<file path="config.mk">
export PLATFORM = sky130hd
export DESIGN_NAME = bist_march_engine
export DESIGN_NICKNAME = d
export VERILOG_FILES = /design/src/rtl/bist_pkg.sv /design/src/rtl/bist_fail_log.sv /design/src/rtl/bist_march_engine.sv
export SDC_FILE = /design/constraint.sdc
export NUM_CORES = 1
export LEC_CHECK = 0
export ABC_AREA = 1
export BUFFER_PORTS_ARGS = -buffer_cell sky130_fd_sc_hd__clkbuf_2
export CAP_MARGIN = 20
export CELL_PAD_IN_SITES_DETAIL_PLACEMENT = 1
export CELL_PAD_IN_SITES_GLOBAL_PLACEMENT = 2
export CORE_UTILIZATION = 34
export CTS_CLUSTER_SIZE = 14
export DETAILED_ROUTE_END_ITERATION = 8
export HOLD_SLACK_MARGIN = 0.06
export PLACE_DENSITY_LB_ADDON = 0.12
export RECOVER_POWER = 100
export SLEW_MARGIN = 20
export SYNTH_ARGS = -nofsm -noshare
export SYNTH_HDL_FRONTEND = slang
export SYNTH_SLANG_ARGS = --single-unit
</file>
<file path="constraint.sdc">
create_clock -name bist_clk -period 3.59 [get_ports bist_clk]
set_clock_uncertainty 0.15 [all_clocks]
set_input_delay 0 -clock bist_clk [delete_from_list [all_inputs] [get_ports bist_clk]]
set_output_delay 0 -clock bist_clk [all_outputs]
set_load 0.02 [all_outputs]
</file>
<file path="src/rtl/bist_pkg.sv">
// Shared definitions for the March-test BIST engine: mode codes, FSM states
// and the March element table.
package bist_pkg;

    // Algorithm / background select codes
    localparam logic [1:0] MODE_MATS   = 2'b00;
    localparam logic [1:0] MODE_MARCHC = 2'b01;
    localparam logic [1:0] MODE_CKBD   = 2'b10;

    // Sequencer states
    localparam logic [1:0] ST_IDLE  = 2'd0;
    localparam logic [1:0] ST_RUN   = 2'd1;
    localparam logic [1:0] ST_DRAIN = 2'd2;
    localparam logic [1:0] ST_DONE  = 2'd3;

    // One March element. Bit i of is_write/inv describes op i of the element;
    // inv=1 means the op writes (or expects) the inverted background.
    typedef struct packed {
        logic       down;
        logic       two_ops;
        logic [1:0] is_write;
        logic [1:0] inv;
        logic       last;
    } march_elem_t;

    // Element table for MATS+ (march_c=0) and March C- (march_c=1)
    function automatic march_elem_t elem_lookup(input logic march_c, input logic [2:0] idx);
        march_elem_t e;
        e = '{1'b0, 1'b0, 2'b00, 2'b00, 1'b1};
        if (!march_c) begin
            case (idx)
                3'd0:    e = '{1'b0, 1'b0, 2'b01, 2'b00, 1'b0}; // up(w0)
                3'd1:    e = '{1'b0, 1'b1, 2'b10, 2'b10, 1'b0}; // up(r0,w1)
                3'd2:    e = '{1'b1, 1'b1, 2'b10, 2'b01, 1'b1}; // dn(r1,w0)
                default: e = '{1'b0, 1'b0, 2'b00, 2'b00, 1'b1};
            endcase
        end else begin
            case (idx)
                3'd0:    e = '{1'b0, 1'b0, 2'b01, 2'b00, 1'b0}; // up(w0)
                3'd1:    e = '{1'b0, 1'b1, 2'b10, 2'b10, 1'b0}; // up(r0,w1)
                3'd2:    e = '{1'b0, 1'b1, 2'b10, 2'b01, 1'b0}; // up(r1,w0)
                3'd3:    e = '{1'b1, 1'b1, 2'b10, 2'b10, 1'b0}; // dn(r0,w1)
                3'd4:    e = '{1'b1, 1'b1, 2'b10, 2'b01, 1'b0}; // dn(r1,w0)
                3'd5:    e = '{1'b0, 1'b0, 2'b00, 2'b00, 1'b1}; // up(r0)
                default: e = '{1'b0, 1'b0, 2'b00, 2'b00, 1'b1};
            endcase
        end
        return e;
    endfunction

    // Direction of an element, used to pick its starting address
    function automatic logic elem_is_down(input logic march_c, input logic [2:0] idx);
        march_elem_t e;
        e = elem_lookup(march_c, idx);
        return e.down;
    endfunction

endpackage

</file>
<file path="src/rtl/bist_fail_log.sv">
// Read-compare pipeline and failure log: expected data, address and read flag
// are delayed by the memory read latency, then compared against the response.
module bist_fail_log
    import bist_pkg::*;
#(
    parameter int unsigned pADDR_WIDTH = 4,
    parameter int unsigned pDATA_WIDTH = 8,
    parameter int unsigned pRD_LAT     = 1,
    parameter int unsigned pFCNT_WIDTH = 8
) (
    input  logic                   clk,
    input  logic                   rst_n,
    input  logic                   clear,
    input  logic                   rd_issue,
    input  logic [pADDR_WIDTH-1:0] rd_addr,
    input  logic [pDATA_WIDTH-1:0] rd_exp,
    input  logic [pDATA_WIDTH-1:0] rd_data,
    output logic [pADDR_WIDTH-1:0] fail_addr,
    output logic [pFCNT_WIDTH-1:0] fail_cnt
);

    localparam int unsigned LAST = pRD_LAT - 1;
    localparam logic [pFCNT_WIDTH-1:0] CNT_ONE = {{(pFCNT_WIDTH-1){1'b0}}, 1'b1};

    logic [pRD_LAT-1:0]                  vld_q, vld_d;
    logic [pRD_LAT-1:0][pADDR_WIDTH-1:0] addr_pipe_q, addr_pipe_d;
    logic [pRD_LAT-1:0][pDATA_WIDTH-1:0] exp_pipe_q, exp_pipe_d;
    logic [pADDR_WIDTH-1:0]              fail_addr_q, fail_addr_d;
    logic [pFCNT_WIDTH-1:0]              fail_cnt_q, fail_cnt_d;
    logic                                miscompare;

    assign miscompare = vld_q[LAST] && (rd_data != exp_pipe_q[LAST]);

    // Shift the compare pipeline; a clear drops any reads still in flight
    always_comb begin
        vld_d       = vld_q;
        addr_pipe_d = addr_pipe_q;
        exp_pipe_d  = exp_pipe_q;
        vld_d[0]       = rd_issue;
        addr_pipe_d[0] = rd_addr;
        exp_pipe_d[0]  = rd_exp;
        for (int i = 1; i < int'(pRD_LAT); i++) begin
            vld_d[i]       = vld_q[i-1];
            addr_pipe_d[i] = addr_pipe_q[i-1];
            exp_pipe_d[i]  = exp_pipe_q[i-1];
        end
        if (clear) begin
            vld_d = '0;
        end
    end

    // First-fail address and saturating miscompare count
    always_comb begin
        fail_addr_d = fail_addr_q;
        fail_cnt_d  = fail_cnt_q;
        if (clear) begin
            fail_addr_d = '0;
            fail_cnt_d  = '0;
        end else if (miscompare) begin
            if (fail_cnt_q == '0) begin
                fail_addr_d = addr_pipe_q[LAST];
            end
            if (fail_cnt_q != '1) begin
                fail_cnt_d = fail_cnt_q + CNT_ONE;
            end
        end
    end

    // Pipeline and log registers
    always_ff @(posedge clk or negedge rst_n) begin
        if (!rst_n) begin
            vld_q       <= '0;
            addr_pipe_q <= '0;
            exp_pipe_q  <= '0;
            fail_addr_q <= '0;
            fail_cnt_q  <= '0;
        end else begin
            vld_q       <= vld_d;
            addr_pipe_q <= addr_pipe_d;
            exp_pipe_q  <= exp_pipe_d;
            fail_addr_q <= fail_addr_d;
            fail_cnt_q  <= fail_cnt_d;
        end
    end

    assign fail_addr = fail_addr_q;
    assign fail_cnt  = fail_cnt_q;

endmodule

</file>
<file path="src/rtl/bist_march_engine.sv">
// March-test MBIST engine: sequences MATS+ or March C- over one SRAM port with
// solid or checkerboard background and logs miscompares via bist_fail_log.
module bist_march_engine
    import bist_pkg::*;
#(
    parameter int unsigned pADDR_WIDTH = 4,
    parameter int unsigned pDATA_WIDTH = 8,
    parameter int unsigned pRD_LAT     = 1,
    parameter int unsigned pFCNT_WIDTH = 8
) (
    input  logic                   bist_clk,
    input  logic                   bist_rst_n,
    input  logic                   bist_start,
    input  logic                   bist_abort,
    input  logic [1:0]             bist_mode,
    input  logic [pDATA_WIDTH-1:0] bist_resp,
    output logic                   bist_cs,
    output logic                   bist_we,
    output logic [pADDR_WIDTH-1:0] bist_addr,
    output logic [pDATA_WIDTH-1:0] bist_pat,
    output logic                   bist_busy,
    output logic                   bist_done,
    output logic                   pass_or_fail,
    output logic [pADDR_WIDTH-1:0] fail_addr,
    output logic [pFCNT_WIDTH-1:0] fail_cnt
);

    localparam logic [pADDR_WIDTH-1:0] ADDR_ONE   = {{(pADDR_WIDTH-1){1'b0}}, 1'b1};
    localparam logic [2:0]             DRAIN_LAST = 3'(pRD_LAT);

    logic [1:0]             state_q, state_d;
    logic [1:0]             mode_q, mode_d;
    logic [2:0]             elem_q, elem_d;
    logic                   op_q, op_d;
    logic [pADDR_WIDTH-1:0] addr_q, addr_d;
    logic [2:0]             drain_q, drain_d;

    march_elem_t            cur_elem;
    logic                   march_c;
    logic                   run;
    logic                   start_ok;
    logic                   op_we;
    logic                   last_op;
    logic                   addr_end;
    logic [pDATA_WIDTH-1:0] ckbd_even;
    logic [pDATA_WIDTH-1:0] background;
    logic [pDATA_WIDTH-1:0] op_data;

    assign march_c  = (mode_q != MODE_MATS);
    assign cur_elem = elem_lookup(march_c, elem_q);
    assign run      = (state_q == ST_RUN);
    assign start_ok = bist_start && ((state_q == ST_IDLE) || (state_q == ST_DONE));
    assign op_we    = cur_elem.is_write[op_q];
    assign last_op  = !cur_elem.two_ops || op_q;
    assign addr_end = cur_elem.down ? (addr_q == '0) : (addr_q == '1);

    // Background word for the current address, then the op's data polarity
    always_comb begin
        ckbd_even = '0;
        for (int i = 0; i < int'(pDATA_WIDTH); i++) begin
            ckbd_even[i] = (i % 2 == 0);
        end
        if (mode_q == MODE_CKBD) begin
            background = addr_q[0] ? ~ckbd_even : ckbd_even;
        end else begin
            background = '0;
        end
        op_data = cur_elem.inv[op_q] ? ~background : background;
    end

    // Sequencer next state: op within element, address step, element step, drain
    always_comb begin
        state_d = state_q;
        mode_d  = mode_q;
        elem_d  = elem_q;
        op_d    = op_q;
        addr_d  = addr_q;
        drain_d = drain_q;
        if (bist_abort) begin
            state_d = ST_IDLE;
        end else begin
            case (state_q)
                ST_IDLE, ST_DONE: begin
                    if (bist_start) begin
                        state_d = ST_RUN;
                        mode_d  = bist_mode;
                        elem_d  = '0;
                        op_d    = 1'b0;
                        addr_d  = elem_is_down(bist_mode != MODE_MATS, 3'd0) ? '1 : '0;
                    end
                end
                ST_RUN: begin
                    if (!last_op) begin
                        op_d = 1'b1;
                    end else begin
                        op_d = 1'b0;
                        if (!addr_end) begin
                            addr_d = cur_elem.down ? addr_q - ADDR_ONE : addr_q + ADDR_ONE;
                        end else if (cur_elem.last) begin
                            state_d = ST_DRAIN;
                            drain_d = '0;
                        end else begin
                            elem_d = elem_q + 3'd1;
                            addr_d = elem_is_down(march_c, elem_q + 3'd1) ? '1 : '0;
                        end
                    end
                end
                ST_DRAIN: begin
                    // Hold until the final read has been compared and logged
                    if (drain_q == DRAIN_LAST) begin
                        state_d = ST_DONE;
                    end else begin
                        drain_d = drain_q + 3'd1;
                    end
                end
                default: state_d = ST_IDLE;
            endcase
        end
    end

    // Sequencer registers
    always_ff @(posedge bist_clk or negedge bist_rst_n) begin
        if (!bist_rst_n) begin
            state_q <= ST_IDLE;
            mode_q  <= MODE_MATS;
            elem_q  <= '0;
            op_q    <= 1'b0;
            addr_q  <= '0;
            drain_q <= '0;
        end else begin
            state_q <= state_d;
            mode_q  <= mode_d;
            elem_q  <= elem_d;
            op_q    <= op_d;
            addr_q  <= addr_d;
            drain_q <= drain_d;
        end
    end

    // Memory port and status outputs; the port is quiet outside RUN
    always_comb begin
        bist_cs   = run;
        bist_we   = run && op_we;
        bist_addr = run ? addr_q : '0;
        bist_pat  = run ? op_data : '0;
        bist_busy = (state_q == ST_RUN) || (state_q == ST_DRAIN);
        bist_done = (state_q == ST_DONE);
    end

    bist_fail_log #(
        .pADDR_WIDTH (pADDR_WIDTH),
        .pDATA_WIDTH (pDATA_WIDTH),
        .pRD_LAT     (pRD_LAT),
        .pFCNT_WIDTH (pFCNT_WIDTH)
    ) u_fail_log (
        .clk       (bist_clk),
        .rst_n     (bist_rst_n),
        .clear     (bist_abort || start_ok),
        .rd_issue  (run && !op_we),
        .rd_addr   (addr_q),
        .rd_exp    (op_data),
        .rd_data   (bist_resp),
        .fail_addr (fail_addr),
        .fail_cnt  (fail_cnt)
    );

    assign pass_or_fail = (fail_cnt == '0);

endmodule

</file>
==> metrics.cfg <==
[global_routing]
grt_start_max_net_pins = 35
overflow = 0
grt_pass1_vias = 2194
grt.total_usage_pct = 17.3
grt_antenna_before_repair = 0
grt_pass1_wl_microns = 10200

[floorplanning]
pin_count = 43
dieArea_sq_um = 7470
initial_core_util_pct = 35.5
die_y_microns = 86.4
core.rowCount = 30
fp.dieW_microns = 86.4
core-area_sq_um = 6830

[yosys]
synth_simple_gate_area_share_pct = 38.0
synth_compound_area_share_pct = 5.68
synth_top_family_by_area = simple AND/OR/NAND/NOR gates
synthesis.nets = 351
async_flop_share_pct = 100
synthesis.area_sq_um = 2420
synth_adder_area_share_pct = 9.61
yosysSeqAreaShare_pct = 35.1
synth_edf_count = 0
synthFlopType = dfrtp_1
ys_types = 30
synthMuxAreaShare_pct = 0
synth_commonest_cells = nand2_1, dfrtp_1, inv_1
yosys.area.top_type = dfrtp_1
synthCells = 319
yosys_warnings = 0
yosysMostFrequentCell = nand2_1
avgSynthCellArea_sq_um = 7.59
synth-seq-cells = 34
synth_area_leaders = dfrtp_1, nand2_1, ha_1, nand3_1, inv_1
synth_xor_area_share_pct = 3.25
netlist.area_leader.share_pct = 35.1

[power]
swShare_pct = 49.5
p_int_uw = 943
clockPowerShare_pct = 16.0
ir_drop_mv = 0.248
p_switching_uw = 923
powerDensity_nw_per_um2 = 674
power_uw = 1870
comb_power_share_pct = 52.8
leakage_uw = 0.00140
seqPwrFrac_pct = 31.2

[layout]
antenna_cells_inserted = 0
nets = 402
fillers = 901
area_delta_synth_final_pct = 14.3
drive_gt1_share_pct = 11.9

[timing]
maxSlewHeadroom_pct = -26.4
worstMarginPinSlew_ps = 1900
slew_viol_final = 35
rsz0062_at_grt = false
setup_viol = 0
setup_tns_ps = 0
finalCriticalPeriod_ps = 3110
period_share_pct = 86.6
max_freq_ghz = 0.322
hold_viol = 0
finalWorstSetupSlack_ps = 480

[route]
drc = 0
route.final.wire_length_microns = 6090
ant_nets = 0
wire_per_inst_microns = 13.0
first_pass_iters = 3
drtIter0Drc = 46
vias = 2157
vias_per_cell = 4.62

[clock_network]
clk_pin_slew_ps = 70
cts_tree = built
cts_max_level = 2
cts_buffer_depth = 2
post_cts.repair.setup_buffers = 0
clkLatencyLatePin_ps = 290
cts_hold_buffers = 9
root_buffer = clkbuf_8
cts_buffers = 5
post_cts_resize_count = 0
cts.sinks = 34

[critical_path]
start_kind = register
critPathCaptureType = register
cp_max_fo = 6
arrival_ps = 3180
path_class = reg2reg
required_ps = 3660

[job]
drv_cap = 1

[min_path]
hold_class = in2reg

[placed_design]
gp_congestion = 0.776
portBuffers = 42
dp_slack_ps = 1230
dpl.hpwl_microns = 4710

[outcome]
violations = capacitance limit, slew limit
outcome = finished, violations left

## sequential cells by signal, summed over array words and instances, names as in the netlist
name	flops
addr_q	4
drain_q	3
elem_q	3
mode_q	2
op_q	1
state_q	2
u_fail_log.addr_pipe_q	4
u_fail_log.exp_pipe_q	2
u_fail_log.fail_addr	4
u_fail_log.fail_cnt	8
u_fail_log.vld_q	1
## worst paths after layout
kind / from / to / slack, ps / depth (start not counted)
min in group asynchronous: bist_rst_n / u_fail_log.fail_cnt[7] / 630 / 2
min: bist_resp[3] / u_fail_log.fail_addr[3] / 190 / 8
min reg2reg: u_fail_log.fail_addr[2] / u_fail_log.fail_addr[2] / 320 / 2
max: elem_q[0] / state_q[0] / 480 / 13
max reg2reg: elem_q[0] / state_q[0] / 480 / 13
max in group asynchronous: bist_rst_n / state_q[1] / 1580 / 2
## cell families after synthesis
logic type / Yosys count
adder cells (fa/ha/maj): 18
flip-flops: 34
buffers and inverters: 47
AO/OA/AOI/OAI: 19
XOR/XNOR: 9
AND/OR/NAND/NOR: 192
## worst max-delay path, cell delays in order, from the launching register on
cell	delay (ps)
dfrtp_1	440
inv_1	140
ha_1	230
nand2_1	130
nand2_2	70
nand2_1	170
nand3_1	130
nand3_1	100
nand2_1	50
nor2_1	160
nand3_1	90
dlygate4sd3_1	570
nand2_1	70
dlygate4sd3_1	550
## power groups by stage
stage	clock, uW	combinational [uW]	sequential, uW
3_3_place_gp	0	1030	589
5_1_grt	328	1120	596
3_5_place_dp	0	1040	593
4_1_cts	314	1080	585
2_1_floorplan	0	800	568
6_report	299	985	581
## stage by stage
stage / area (sq um) / std cells / hold slack [ps] / util, %
global route: 2770 / 467 / 223 / 40.5
global placement: 2710 / 450 / 18.6 / 39.6
CTS: 2890 / 467 / 237 / 42.3
detailed placement: 2710 / 450 / 27.0 / 39.6
floorplan: 2420 / 319 / -446 / -
finish: 2770 / 467 / 188 / 40.5
## routing by layer
layer	track usage (%)	routed length, microns
met4	5.30	72
met5	0	0
met2	30.3	3010
met3	2.76	170
met1	21.9	2840
## area by class of cell
| cell class | instances | area, sq um | share of cell area, % |
|---|---|---|---|
| Clock buffer | 7 | 86.3 | 3.12 |
| Clock inverter | 1 | 5.00 | 0.181 |
| Inverter | 39 | 148 | 5.33 |
| Multi-Input combinational cell | 238 | 1290 | 46.7 |
| Sequential cell | 34 | 851 | 30.7 |
| Tap cell | 96 | 120 | 4.34 |
| Timing Repair Buffer | 52 | 267 | 9.62 |
## placed cells by master, fill, tap and decap left out, types with 3 or more instances in the layout
master         synthesis  layout
a21oi_1                2       4
nand3_2                5       3
o21ai_0                6       7
nor2_4                 4       4
xnor2_1                5       5
nand4_1                6       7
clkbuf_8               0       6
ha_1                  17      17
inv_2                  7       6
xor2_1                 4       4
nor2_1                30      31
nand3_1               30      32
nor3_1                 7       7
nand2_2                7       7
clkbuf_2               0      12
dfrtp_1               34      34
dlygate4sd3_1          0       9
inv_1                 31      32
nand2_1               94      99
clkbuf_1               2      32
o21ai_1                4       3
(Power assumes the default switching activity.)
